`src/rtl/synch_debounce_multi_pkg.sv`:
```
// Shared constants and helpers for the multi-channel input synchroniser.
package synch_pkg;

    localparam int DEF_STAGES   = 3;
    localparam int DEF_DEBOUNCE = 4;

    // Bits needed to hold values 0..n-1 of an n-state counter; never less than one.
    function automatic int cnt_width(input int n);
        int w;
        w = 1;
        while ((1 << w) < n) w = w + 1;
        return w;
    endfunction

endpackage

```
`src/rtl/synch_debounce_multi_if.sv`:
```
// Channel bundle between the board-facing inputs and the CLK-domain consumers.
interface synch_debounce_multi_if #(parameter int WIDTH = 4);

    logic [WIDTH-1:0] ASYNC_IN;
    logic [WIDTH-1:0] SYNC_OUT;
    logic [WIDTH-1:0] STABLE_OUT;
    logic [WIDTH-1:0] RISE;
    logic [WIDTH-1:0] FALL;

    // No handshake: ASYNC_IN is free-running, outputs are level/pulse valid every cycle.
    modport master (output ASYNC_IN, input SYNC_OUT, STABLE_OUT, RISE, FALL);
    modport slave  (input ASYNC_IN, output SYNC_OUT, STABLE_OUT, RISE, FALL);

endinterface

```
`src/rtl/synch_debounce_multi_debounce_chan.sv`:
```
// One channel: flop-chain synchroniser, consecutive-cycle debounce filter and
// registered rise/fall pulses that coincide with the stable value changing.
module debounce_chan
    import synch_pkg::*;
#(
    parameter int   STAGES       = DEF_STAGES,
    parameter int   DEBOUNCE_CYC = DEF_DEBOUNCE,
    parameter logic RST_VAL      = 1'b1
) (
    input  logic clk,
    input  logic rst,
    input  logic async_in,
    output logic sync_out,
    output logic stable_out,
    output logic rise,
    output logic fall
);

    localparam int CW = cnt_width(DEBOUNCE_CYC + 1);

    logic [STAGES-1:0] chain;
    logic [CW-1:0]     cnt;

    assign sync_out = chain[STAGES-1];

    always_ff @(posedge clk or posedge rst) begin
        if (rst) begin
            chain      <= {STAGES{RST_VAL}};
            cnt        <= '0;
            stable_out <= RST_VAL;
            rise       <= 1'b0;
            fall       <= 1'b0;
        end else begin
            chain <= {chain[STAGES-2:0], async_in};
            rise  <= 1'b0;
            fall  <= 1'b0;
            // Any return to agreement throws away the partial count.
            if (sync_out == stable_out) begin
                cnt <= '0;
            end else if (cnt == CW'(DEBOUNCE_CYC - 1)) begin
                stable_out <= sync_out;
                cnt        <= '0;
                rise       <= sync_out;
                fall       <= ~sync_out;
            end else begin
                cnt <= cnt + CW'(1);
            end
        end
    end

endmodule

```
`src/rtl/synch_debounce_multi.sv`:
```
// WIDTH independent synchroniser/debounce/edge channels behind one interface port.
module synch_debounce_multi
    import synch_pkg::*;
#(
    parameter int               WIDTH        = 4,
    parameter int               STAGES       = DEF_STAGES,
    parameter logic [WIDTH-1:0] RST_VAL      = {WIDTH{1'b1}},
    parameter int               DEBOUNCE_CYC = DEF_DEBOUNCE
) (
    input  logic                  CLK,
    input  logic                  RST,
    synch_debounce_multi_if.slave bus
);

    for (genvar i = 0; i < WIDTH; i++) begin : g_chan
        debounce_chan #(
            .STAGES      (STAGES),
            .DEBOUNCE_CYC(DEBOUNCE_CYC),
            .RST_VAL     (RST_VAL[i])
        ) u_chan (
            .clk       (CLK),
            .rst       (RST),
            .async_in  (bus.ASYNC_IN[i]),
            .sync_out  (bus.SYNC_OUT[i]),
            .stable_out(bus.STABLE_OUT[i]),
            .rise      (bus.RISE[i]),
            .fall      (bus.FALL[i])
        );
    end

endmodule

```
`src/flat_wrapper.sv`:
```
// flat-port wrapper written by rule: the top's interface ports become plain ports
module synch_debounce_multi_flat import synch_pkg::*;
#(
    parameter int               WIDTH        = 4,
    parameter int               STAGES       = DEF_STAGES,
    parameter logic [WIDTH-1:0] RST_VAL      = {WIDTH{1'b1}},
    parameter int               DEBOUNCE_CYC = DEF_DEBOUNCE
)
  (CLK, RST, bus_ASYNC_IN, bus_SYNC_OUT, bus_STABLE_OUT, bus_RISE, bus_FALL);
  synch_debounce_multi_if #(.WIDTH(WIDTH)) bus_i ();
  input  logic CLK;
  input  logic RST;
  input wire logic [$bits(bus_i.ASYNC_IN)-1:0] bus_ASYNC_IN;
  output wire logic [$bits(bus_i.SYNC_OUT)-1:0] bus_SYNC_OUT;
  output wire logic [$bits(bus_i.STABLE_OUT)-1:0] bus_STABLE_OUT;
  output wire logic [$bits(bus_i.RISE)-1:0] bus_RISE;
  output wire logic [$bits(bus_i.FALL)-1:0] bus_FALL;
  assign bus_i.ASYNC_IN = bus_ASYNC_IN;
  assign bus_SYNC_OUT = bus_i.SYNC_OUT;
  assign bus_STABLE_OUT = bus_i.STABLE_OUT;
  assign bus_RISE = bus_i.RISE;
  assign bus_FALL = bus_i.FALL;
  synch_debounce_multi #(.WIDTH(WIDTH), .STAGES(STAGES), .RST_VAL(RST_VAL), .DEBOUNCE_CYC(DEBOUNCE_CYC)) u_core (.CLK(CLK), .RST(RST), .bus(bus_i));
endmodule
```
`config.mk`:
```
export PLATFORM = sky130hd
export DESIGN_NAME = synch_debounce_multi_flat
export DESIGN_NICKNAME = d
export VERILOG_FILES = /design/src/rtl/synch_debounce_multi_pkg.sv /design/src/rtl/synch_debounce_multi_if.sv /design/src/rtl/synch_debounce_multi_debounce_chan.sv /design/src/rtl/synch_debounce_multi.sv /design/src/flat_wrapper.sv
export SDC_FILE = /design/constraint.sdc
export NUM_CORES = 1
export LEC_CHECK = 0
export ABC_AREA = 1
export ABC_CLOCK_PERIOD_IN_PS = 1300
export CAP_MARGIN = 20
export CORE_MARGIN = 5
export CORE_UTILIZATION = 52
export CTS_CLUSTER_DIAMETER = 60
export CTS_CLUSTER_SIZE = 14
export DETAILED_ROUTE_END_ITERATION = 6
export GPL_ROUTABILITY_DRIVEN = 1
export PLACE_DENSITY = 0.78
export SLEW_MARGIN = 20
export SYNTH_ARGS = -nofsm -noshare
export SYNTH_HDL_FRONTEND = slang
export SYNTH_SLANG_ARGS = --single-unit
export TNS_END_PERCENT = 20
```
`constraint.sdc`:
```
create_clock -name CLK -period 1.3 [get_ports CLK]
set_input_delay 0.195 -clock CLK [delete_from_list [all_inputs] [get_ports CLK]]
set_output_delay 0.195 -clock CLK [all_outputs]
set_load 0.01 [all_outputs]
```
### Word level (Yosys, flattened, before mapping)

Cells that the tools add are included.

* flip-flop bits (word level): 36
* bits of input ports: 6
* word-level logic and storage cells: 68

* add/sub/neg operators: 4
* eq/ne operators: 8
* mux-type cells: 24
* bitwise operators: 8
* reductions and logical operators: 4

Operator list (count)
* 3-bit two-way mux: 8
* 1-bit two-way mux: 16
* 3-bit by 1-bit adder with 3-bit output, second input constant: 4
* 3-bit by 2-bit equality test with 1-bit output, second input constant: 4
* 1-bit NOT: 8
* 2-bit AND reduction: 4
* 1-bit equality test: 4

### Depth between registers and ports, before layout

Gate-level depths: netlist of run 1.

* word-level depth: 3
* mapped depth: 4

### Modules after synthesis

Synthesis of run 1 repeated with hierarchy kept, for this count alone.

* cells, all modules: 124
* area total of the unflattened synthesis: 1306.3 um^2

Modules (own cells, without submodules)
* debounce_chan: times used 4, cells each 31, area an instance 326.6 um^2, sequential area each 230.2 um^2

### Least setup slack after synthesis of run 1

Ideal clock, no wire load.

* kind: register -> register
* start point: register u_core.g_chan[3].u_chan.cnt[0]
* end point: register u_core.g_chan[3].u_chan.cnt[0]
* setup time: 0.071 ns
* arrival: 0.815 ns
* path slack: 0.414 ns
* stages on the path, launching flop included: 5
* buffers on the path: 0
* path through: dfrtp_1 ha_1 nand2_1 nand2_1 nor2_1

* cells in the longest elaborated chain, start to end: 3
* elaborated cells between the ends (all ways): 4
* those cells by class: add/sub (1); eq/ne (1); mux (2)

RTL lines
* start: declaration: RTL line synch_debounce_multi_debounce_chan.sv:22 `logic [CW-1:0] cnt;`
* start signal: assignment: RTL line synch_debounce_multi_debounce_chan.sv:46 `cnt <= cnt + CW'(1);`
* 3-bit by 1-bit adder with 3-bit output or 3-bit by 2-bit equality test with 1-bit output (tied branches): RTL line synch_debounce_multi_debounce_chan.sv:46, synch_debounce_multi_debounce_chan.sv:40
* 3-bit two-way mux *: RTL line synch_debounce_multi_debounce_chan.sv:40 `end else if (cnt == CW'(DEBOUNCE_CYC - 1)) begin`
* 3-bit two-way mux *: RTL line synch_debounce_multi_debounce_chan.sv:38 `if (sync_out == stable_out) begin`

Every way passes the cells marked *; elsewhere a longest branch is shown, timed or not.
A chain may end at the register's enable or synchronous reset.

### Worst setup path after layout of run 1

* start point: register u_core.g_chan[0].u_chan.stable_out
* end point: output bus_STABLE_OUT[0]

RTL lines
* start: declaration: RTL line synch_debounce_multi_debounce_chan.sv:14 `output logic stable_out,`
* start signal: assignment: RTL line synch_debounce_multi_debounce_chan.sv:41 `stable_out <= sync_out;`
* end: declaration: RTL line flat_wrapper.sv:15 `output wire logic [$bits(bus_i.STABLE_OUT)-1:0] bus_STABLE_OUT;`

No word-level cell between the ends.

==> results of run 1 <==
## per-layer routing
metal,routed length [um],vias to the layer above
li1,-,430
met1,780,398
met2,1050,20
met3,120,5
met4,38,0
met5,0,-
## stage by stage
stage / setup WS, ns / hold slack [ns]
after detailed placement: 0.0264 / 0.347
after CTS: 0.00352 / 0.207
after floorplan: 0.327 / 0.199
final: 0.0971 / 0.215
after global placement: 0.0472 / 0.347
after global routing: 0.0330 / 0.212
## cells by family after synthesis
group / count (synthesis) / synth area share
simple gates: 58 / 0.168
flops: 36 / 0.651
buf+inv: 39 / 0.146
fa+ha+maj: 4 / 0.0354
## final timing paths
path | end | startpoint | cells after the start | slack [ns]
min reg2reg | u_core.g_chan[3].u_chan.chain[1] | u_core.g_chan[3].u_chan.chain[0] | 0 | 0.35
max in group asynchronous | u_core.g_chan[2].u_chan.chain[0] | RST | 3 | 0.84
max | bus_STABLE_OUT[0] | u_core.g_chan[0].u_chan.stable_out | 1 | 0.1
min | u_core.g_chan[1].u_chan.cnt[0] | RST | 3 | 0.22
min in group CLK | u_core.g_chan[0].u_chan.chain[0] | bus_ASYNC_IN[0] | 1 | 0.28
max reg2reg | u_core.g_chan[3].u_chan.cnt[2] | u_core.g_chan[3].u_chan.stable_out | 6 | 0.23
## power groups by stage
stage               clock, W  combinational (W)  sequential [W]
global placement           0           0.000736         0.00147
global route        0.000822           0.000893         0.00149
floorplan                  0           0.000578         0.00147
detailed placement         0           0.000775         0.00150
finish              0.000730           0.000760         0.00146
CTS                 0.000766           0.000792         0.00146
## Yosys cell counts
master | n | area [sq um]
buf_4 | 16 | 120
nand2_1 | 30 | 113
dfrtp_1 | 20 | 500
inv_1 | 23 | 86.3
nor3_1 | 4 | 20.0
nand2_2 | 4 | 25.0
dfstp_2 | 16 | 420
ha_1 | 4 | 50.1
nor2_1 | 16 | 60.1
nand3_1 | 4 | 20.0
## layout make-up
cell class,instances,area (sq um)
clock buffer,6,41.3
sequential,36,921
multi-input combinational,62,288
clock inverter,2,35.0
timing repair buffer,30,240
fill,244,1040
tap,31,38.8
inverter,23,86.3
## state kept, by name, summed over array words and instances (netlist names)
| signal | count |
|---|---|
| u_core.g_chan.u_chan.stable_out | 4 |
| u_core.g_chan.u_chan.chain | 12 |
| u_core.g_chan.u_chan.rise | 4 |
| u_core.g_chan.u_chan.fall | 4 |
| u_core.g_chan.u_chan.cnt | 12 |
## layout by cell type (no fill, tap or decap)
cell | netlist | final
nand2_1 | 30 | 30
inv_1 | 23 | 23
dfrtp_1 | 20 | 20
nor2_1 | 16 | 16
dfstp_2 | 16 | 16
dlygate4sd2_1 | 0 | 8
buf_2 | 0 | 8
buf_4 | 16 | 8
clkbuf_4 | 0 | 5
clkdlybuf4s50_1 | 0 | 5
nand2_2 | 4 | 4
nor3_1 | 4 | 4
nand3_1 | 4 | 4
ha_1 | 4 | 4
clkinv_2 | 0 | 1
bufinv_16 | 0 | 1
clkbuf_1 | 0 | 1
buf_12 | 0 | 1
## repair_timing
item                       4_1_cts  5_1_grt
gates cloned                     0        0
gates resized for setup         33        7
setup buffers                    2        1
setup endpoints to repair       16        7
==> summary.md, run 1 <==
| Metric | Value |
|---|---|
| Status | `completed` |
| RePlAce Congestion | `0.795` |
| Post-synthesis cell type count | `10` |
| Slew Limit Headroom | `0.877` |
| Warnings from Yosys | `0` |
| Sw frac | `0.286` |
| Crit. End Element | `output port` |
| Clock share of power | `0.248` |
| Total track usage | `0.120` |
| Pins Over Slew Limit | `0` |
| Combinational Power Share | `0.258` |
| Final antenna-violating net count | `0` |
| Number of port buffers | `21` |
| Clock root buffer | `clkbuf_4` |
| Avg Cell Area, Syn | `10.3 sq um` |
| Worst Path Arrival | `1.01 ns` |
| Tmin final | `1.20 ns` |
| CTS tree | `yes` |
| Layout cell share with drive strength beyond 1 | `0.277` |
| Pre-Repair DR Iteration Count | `4` |
| Via count | `853` |
| Design Area, Final | `1650 sq um` |
| Top delay family on crit path | `flip-flops` |
| Clk sink count | `36` |
| Area grow syn2layout | `16.6%` |
| GR met2 Demand/Resource | `0.205` |
| WL/cell | `10.5 um` |
| Core ar. | `2690 sq um` |
| Slew @ Worst Pin | `0.184 ns` |
| Worst ir drop on vdd | `1.36 mV` |
| Net Sw Power | `0.000844 W` |
| Die Footprint | `3860 sq um` |
| Tightest Hold Check Type | `in -> async` |
| Largest net degree at the start of global routing | `37` |
| Number of synthesized register bits | `36` |
| Max incr delay on CP | `0.56 ns` |
| Mapped Area | `1420 sq um` |
| Required @ worst endpoint | `1.11 ns` |
| CTS Buffer Depth | `2` |
| Fin Clk Skew | `0.00674 ns` |
| Final Hold Fails | `0` |
| First-pass GRT wire length | `3640 um` |
| Clock transition at the registers of the reported paths | `0.10 ns` |
| Initial antenna violation count | `0` |
| Post-Syn Nets | `147` |
| Placed instance area | `1600 sq um` |
| Clk_lat worst skew | `0.32 ns` |
| RSZ-0062 raised after global routing | `no` |
| Routed Wire Length | `1990 um` |
| Hpwl dp | `1480 um` |
| Die Y | `62.2 um` |
| Max Cap Violations | `0` |
| Slowest-stage cell, CP | `dfstp_2` |
| Top Usage Layer GRT | `met2` |
| Met1 usage | `0.127` |
| Leak Pwr | `0.881 nW` |
| Layout Nets | `168` |
| Vias in the first global route | `856` |
| Inserted Diodes | `0` |
| Die width | `62.2 um` |
| Seq pwr share | `0.494` |
| Post-synthesis cell count | `137` |
| Fmax | `831 MHz` |
| Critical Path Fanout Max | `4` |
| Avg Vias per Cell | `4.49` |
| Tcrit/Tclk final | `0.925` |
| Cts hold-fix bufs | `0` |
| M3 GR Usage | `0.0486` |
| Crit Path Category | `reg -> out` |
| Setup Viol. Count Final | `0` |
| # placed instances | `179` |
| Post-Layout Cell Count | `190` |
| Top Ports | `22` |
| Fin util | `0.614` |
| Critical path launch point type | `flop` |
| Power Density | `1790 nW/um^2` |
| Initial core utilization | `0.527` |
| H-tree Lvls | `2` |
| Total power | `0.00295 W` |
| Crit path cell chain | `buf_2` |
| CP bufs+invs | `1` |
| Register area share after synthesis | `0.651` |
| Setup tns final | `0 ns` |
| Grt total ovfl | `0` |
| Internal power | `0.00210 W` |
| DRC viols | `0` |
| Cts bufs inserted | `5` |
| Initial DRC Count | `30` |
| Rows | `19` |
(Power assumes the default switching activity.)
==> run 2: changes to the inputs <==
--- a/config.mk
+++ b/config.mk
@@ -14,7 +14,9 @@
 export CTS_CLUSTER_SIZE = 14
 export DETAILED_ROUTE_END_ITERATION = 6
 export GPL_ROUTABILITY_DRIVEN = 1
+export HOLD_SLACK_MARGIN = 0.12
 export PLACE_DENSITY = 0.78
+export SETUP_SLACK_MARGIN = 0.5
 export SLEW_MARGIN = 20
 export SYNTH_ARGS = -nofsm -noshare
 export SYNTH_HDL_FRONTEND = slang
==> summary.md, run 2 (synthesis gave the netlist of run 1 again) <==
| Metric | Value |
|---|---|
| Status | `completed` |
| Setup Viol. Count Final | `0 (unchanged)` |
| Most frequent cells in the layout | `nand2_1 (30), inv_1 (22), dfrtp_1 (20), nor2_1 (16), dfstp_2 (16)` |
| Required @ worst endpoint | `1.11 ns (about the same)` |
| CTS Buffer Depth | `2 (unchanged)` |
| Initial DRC Count | `19 (-37%)` |
| Final antenna-violating net count | `0 (unchanged)` |
| Clock transition at the registers of the reported paths | `0.10 ns (about the same)` |
| Setup tns final | `0 ns (unchanged)` |
| First-pass GRT wire length | `3590 um (-1.3%)` |
| Rows | `19 (unchanged)` |
| Initial antenna violation count | `0 (unchanged)` |
| RSZ-0062 raised after global routing | `yes` |
| Die width | `62.2 um (unchanged)` |
| H-tree Lvls | `2 (unchanged)` |
| Worst ir drop on vdd | `1.17 mV (-14%)` |
| CP bufs+invs | `1 (unchanged)` |
| Pins Over Slew Limit | `0 (unchanged)` |
| CTS tree | `yes` |
| Top delay family on crit path | `flip-flops` |
| Area grow syn2layout | `19.2%` |
| Net Sw Power | `0.000890 W (+5.4%)` |
| Cts bufs inserted | `5 (unchanged)` |
| Critical Path Fanout Max | `2 (-2)` |
| Biggest regs | `u_core.g_chan.u_chan.chain: 12 flops, u_core.g_chan.u_chan.cnt: 12 flops` |
| Tcrit/Tclk final | `0.904 (-0.0210)` |
| Critical path origin | `u_core.g_chan[2].u_chan.chain[2]` |
| Max incr delay on CP | `0.55 ns (about the same)` |
| Slew @ Worst Pin | `0.238 ns (+0.0544 ns)` |
| Inserted Diodes | `0 (unchanged)` |
| Vias in the first global route | `881 (+2.9%)` |
| Reg2reg end | `u_core.g_chan[3].u_chan.cnt[0]` |
| R2r worst-path depth | `6 (unchanged)` |
| Via count | `858 (+0.59%)` |
| Crit Path Category | `reg -> out` |
| Total track usage | `0.118 (-0.00167)` |
| Layout Nets | `169 (+0.60%)` |
| Avg Vias per Cell | `4.49 (about the same)` |
| Power Density | `1730 nW/um^2 (-3.1%)` |
| Fin Clk Skew | `0.00621 ns (-0.000532 ns)` |
| Die Footprint | `3860 sq um (unchanged)` |
| Clk sink count | `36 (unchanged)` |
| Die Y | `62.2 um (unchanged)` |
| Hpwl dp | `1440 um (-2.8%)` |
| Layout cell share with drive strength beyond 1 | `0.313 (+0.0358)` |
| Critical path launch point type | `flop` |
| Critical Path End | `bus_SYNC_OUT[2]` |
| Max Cap Violations | `0 (unchanged)` |
| Total power | `0.00292 W (-1.0%)` |
| Post-place setup slack | `0.0324 ns (+0.00601 ns)` |
| Clk_lat worst skew | `0.33 ns (about the same)` |
| Final Hold Fails | `0 (unchanged)` |
| Combinational Power Share | `0.293 (+0.035)` |
| Commonest non-fill, non-tap cell in the layout | `nand2_1` |
| Number of port buffers | `21 (unchanged)` |
| Worst Path Arrival | `0.98 ns (-0.03 ns)` |
| Sw frac | `0.305 (+0.0187)` |
| DRC viols | `0 (unchanged)` |
| Grt total ovfl | `0 (unchanged)` |
| R2R Path Start | `u_core.g_chan[3].u_chan.chain[2]` |
| Internal power | `0.00203 W (-3.6%)` |
| Pre-Repair DR Iteration Count | `6 (+2)` |
| Tightest Hold Check Type | `in -> async` |
| Clock root buffer | `clkbuf_4` |
| Clock share of power | `0.207 (-0.041)` |
| Tmin final | `1.18 ns (-0.0273 ns)` |
| Seq pwr share | `0.501 (+0.007)` |
| Setup WS post-layout | `0.124 ns (+0.0273 ns)` |
| Slowest-stage cell, CP | `dfstp_2` |
| Crit. End Element | `output port` |
| Worst path depth | `1 (unchanged)` |
| Reg-to-reg slack, setup | `0.20 ns (-0.03 ns)` |
| Top Ports | `22 (unchanged)` |
| Routed Wire Length | `2000 um (about the same)` |
| WL/cell | `10.4 um (-0.47%)` |
| Largest net degree at the start of global routing | `28 (-24%)` |
| Fmax | `851 MHz (+2.3%)` |
| Leak Pwr | `0.877 nW (-0.49%)` |
| RePlAce Congestion | `0.808 (+1.7%)` |
| Initial core utilization | `0.527 (unchanged)` |
| Slew Limit Headroom | `0.841 (-0.0366)` |
| Crit path cell chain | `buf_6` |
| Core ar. | `2690 sq um (unchanged)` |
[run 2: through the flow]
step           instance area [sq um]   util  hold WS (ns)  std cells
2_1_floorplan                   1420      -         0.142        137
3_3_place_gp                    1610  0.598         0.347        179
3_5_place_dp                    1610  0.598         0.347        179
4_1_cts                         1700  0.632         0.120        191
5_1_grt                         1690  0.628         0.134        191
6_report                        1690  0.628         0.134        191
[run 2: power by group through the flow]
| stage | logic, W | registers (W) | clock network (W) |
|---|---|---|---|
| floorplan | 0.000579 | 0.00147 | 0 |
| global route | 0.000981 | 0.00148 | 0.000687 |
| global placement | 0.000739 | 0.00147 | 0 |
| detailed placement | 0.000778 | 0.00150 | 0 |
| CTS | 0.000867 | 0.00146 | 0.000627 |
| finish | 0.000854 | 0.00146 | 0.000604 |
[run 2: per-layer routing]
| metal | global-route usage | routed length [um] | up-vias |
|---|---|---|---|
| li1 | - | - | 434 |
| met1 | 0.137 | 848 | 396 |
| met2 | 0.175 | 949 | 23 |
| met3 | 0.0450 | 140 | 5 |
| met4 | 0.0894 | 57 | 0 |
| met5 | 0 | 0 | - |
[run 2: worst min-delay path by stage]
stage | start | endpoint | slack (ns)
floorplan | RST | u_core.g_chan[0].u_chan.cnt[0] | 0.14
global placement | u_core.g_chan[0].u_chan.chain[1] | u_core.g_chan[0].u_chan.chain[2] | 0.35
detailed placement | u_core.g_chan[0].u_chan.chain[1] | u_core.g_chan[0].u_chan.chain[2] | 0.35
CTS | RST | u_core.g_chan[0].u_chan.cnt[2] | 0.12
global route | RST | u_core.g_chan[0].u_chan.cnt[2] | 0.13
finish | RST | u_core.g_chan[0].u_chan.cnt[0] | 0.13
[run 2: timing repair]
action                                 CTS  global route
setup buffers                            4             0
resized for setup                       48             7
endpoints found under the hold margin    3             0
setup endpoints to repair               40            40
[run 2: final cells by class]
| type | instances | area [sq um] |
|---|---|---|
| Clock buffer | 6 | 51.3 |
| Clock inverter | 2 | 10.0 |
| Fill cell | 225 | 1000 |
| Inverter | 23 | 90.1 |
| Multi-Input combinational cell | 62 | 288 |
| Sequential cell | 36 | 921 |
| Tap cell | 31 | 38.8 |
| Timing Repair Buffer | 31 | 288 |
==> run 3: changes to the inputs <==
==> constraint.sdc (replaced) <==
create_clock -name CLK -period 1.3 [get_ports CLK]
set_input_delay 0.195 -clock CLK [delete_from_list [all_inputs] [get_ports CLK]]
set_output_delay 0.195 -clock CLK [all_outputs]
set_load 0.02 [all_outputs]
==> summary.md, run 3 (synthesis gave the netlist of run 1 again) <==
| Metric | Value |
|---|---|
| Status | `completed` |
| Avg Vias per Cell | `4.55 (+1.4%)` |
| Worst path depth | `1 (unchanged)` |
| Critical path launch point type | `flop` |
| Max incr delay on CP | `0.56 ns (about the same)` |
| Post-Layout Cell Count | `191 (unchanged)` |
| Clock root buffer | `clkbuf_4` |
| CTS Buffer Depth | `2 (unchanged)` |
| RSZ-0062 raised after global routing | `yes` |
| Crit. End Element | `output port` |
| Layout cell share with drive strength beyond 1 | `0.319 (+0.00625)` |
| Hpwl dp | `1500 um (+4.4%)` |
| Fin Clk Skew | `0.00954 ns (+0.00333 ns)` |
| H-tree Lvls | `2 (unchanged)` |
| Max Cap Violations | `0 (unchanged)` |
| Slew @ Worst Pin | `0.235 ns (-0.00348 ns)` |
| Inserted Diodes | `0 (unchanged)` |
| Crit path cell chain | `buf_6` |
| WL/cell | `10.6 um (+1.4%)` |
| Clock transition at the registers of the reported paths | `0.10 ns (about the same)` |
| Core ar. | `2690 sq um (unchanged)` |
| Reg-to-reg slack, setup | `0.20 ns (about the same)` |
| Crit Path Category | `reg -> out` |
| Worst ir drop on vdd | `1.33 mV (+14%)` |
| Pre-Repair DR Iteration Count | `4 (-2)` |
| Die width | `62.2 um (unchanged)` |
| First-pass GRT wire length | `3770 um (+4.8%)` |
| Biggest regs | `u_core.g_chan.u_chan.chain: 12 flops, u_core.g_chan.u_chan.cnt: 12 flops` |
| Clk_lat worst skew | `0.34 ns (about the same)` |
| Power Density | `1780 nW/um^2 (+2.8%)` |
| Rows | `19 (unchanged)` |
| Setup Viol. Count Final | `0 (unchanged)` |
| Cts bufs inserted | `5 (unchanged)` |
| Critical Path Fanout Max | `2 (unchanged)` |
| DRC viols | `0 (unchanged)` |
| Die Y | `62.2 um (unchanged)` |
| Tcrit/Tclk final | `0.929 (+0.0243)` |
| Top Ports | `22 (unchanged)` |
| Tmin final | `1.21 ns (+0.0316 ns)` |
| Final Hold Fails | `0 (unchanged)` |
| Vias in the first global route | `896 (+1.7%)` |
| Via count | `870 (+1.4%)` |
| Tightest Hold Check Type | `in -> async` |
| Clk sink count | `36 (unchanged)` |
| Reg2reg end | `u_core.g_chan[1].u_chan.rise` |
| Initial core utilization | `0.527 (unchanged)` |
| R2r worst-path depth | `6 (unchanged)` |
| Area grow syn2layout | `21.1%` |
| Most frequent cells in the layout | `nand2_1 (30), inv_1 (22), dfrtp_1 (20), nor2_1 (16), dfstp_2 (16)` |
| CP bufs+invs | `1 (unchanged)` |
| Commonest non-fill, non-tap cell in the layout | `nand2_1` |
| Grt total ovfl | `0 (unchanged)` |
| Worst Path Arrival | `1.01 ns (+0.03 ns)` |
| Pins Over Slew Limit | `0 (unchanged)` |
| Slowest-stage cell, CP | `dfstp_2` |
| CTS tree | `yes` |
| R2R Path Start | `u_core.g_chan[1].u_chan.chain[2]` |
| Largest net degree at the start of global routing | `28 (unchanged)` |
| Layout Nets | `169 (unchanged)` |
| # placed instances | `182 (+1.7%)` |
| Initial antenna violation count | `0 (unchanged)` |
| Critical path origin | `u_core.g_chan[2].u_chan.chain[2]` |
| RePlAce Congestion | `0.823 (+1.8%)` |
| Routed Wire Length | `2020 um (+1.4%)` |
| Fill cells | `228 (+1.3%)` |
| Setup tns final | `0 ns (unchanged)` |
| Number of port buffers | `21 (unchanged)` |
| Critical Path End | `bus_SYNC_OUT[2]` |
| Slew Limit Headroom | `0.843 (+0.00232)` |
| Die Footprint | `3860 sq um (unchanged)` |
| Top delay family on crit path | `flip-flops` |
| Required @ worst endpoint | `1.11 ns (about the same)` |
| Final antenna-violating net count | `0 (unchanged)` |
| Leak Pwr | `0.870 nW (-0.87%)` |
| Fmax | `828 MHz (-2.6%)` |
| Fin util | `0.638 (+0.0102)` |
| Initial DRC Count | `27 (+8)` |
| Total track usage | `0.127 (+0.00898)` |
[run 3: how the worst min path moves through the flow]
| stage | start | to | slack (ns) |
|---|---|---|---|
| 3_3_place_gp | u_core.g_chan[0].u_chan.chain[1] | u_core.g_chan[0].u_chan.chain[2] | 0.35 |
| 4_1_cts | RST | u_core.g_chan[0].u_chan.fall | 0.11 |
| 2_1_floorplan | RST | u_core.g_chan[0].u_chan.cnt[0] | 0.14 |
| 6_report | RST | u_core.g_chan[0].u_chan.fall | 0.13 |
| 5_1_grt | RST | u_core.g_chan[0].u_chan.fall | 0.12 |
| 3_5_place_dp | u_core.g_chan[0].u_chan.chain[1] | u_core.g_chan[0].u_chan.chain[2] | 0.35 |
[run 3: what timing repair did]
item,in CTS,in global routing
endpoints found under the setup margin,40,40
endpoints found under the hold margin,2,2
resized for setup,62,19
buffers inserted,1,0
pin swaps,0,0
[run 3: final cells by class]
class                   instances  area, sq um  share of cell area
clock buffers                   8         68.8              0.0401
inverters                      23         90.1              0.0526
multi-input cells              62          288               0.168
flip-flops and latches         36          921               0.537
well taps                      31         38.8              0.0226
repair buffers                 31          308               0.180
[run 3: where the power goes]
group | switching [W] | leakage [nW] | internal (W)
logic | 0.000502 | 0.394 | 0.000418
clock network | 0.000345 | 0.0386 | 0.000318
registers | 0.0000993 | 0.437 | 0.00137
total | 0.000947 | 0.870 | 0.00210
[run 3: layer usage]
metal | GRT usage | vias up | share of wire
li1 | - | 435 | -
met2 | 0.209 | 20 | 0.50
met5 | 0 | - | 0
met4 | 0.0867 | 0 | 0.031
met1 | 0.122 | 407 | 0.39
met3 | 0.0649 | 8 | 0.075
[run 3: through the flow]
step	total power, W	cell area [sq um]	hold slack [ns]	worst slack, ns
4_1_cts	0.00310	1710	0.115	0.0672
5_1_grt	0.00329	1710	0.118	0.0423
2_1_floorplan	0.00212	1420	0.142	0.414
3_5_place_dp	0.00240	1630	0.348	-0.00593
6_report	0.00305	1710	0.127	0.0928
3_3_place_gp	0.00232	1630	0.346	-0.000953
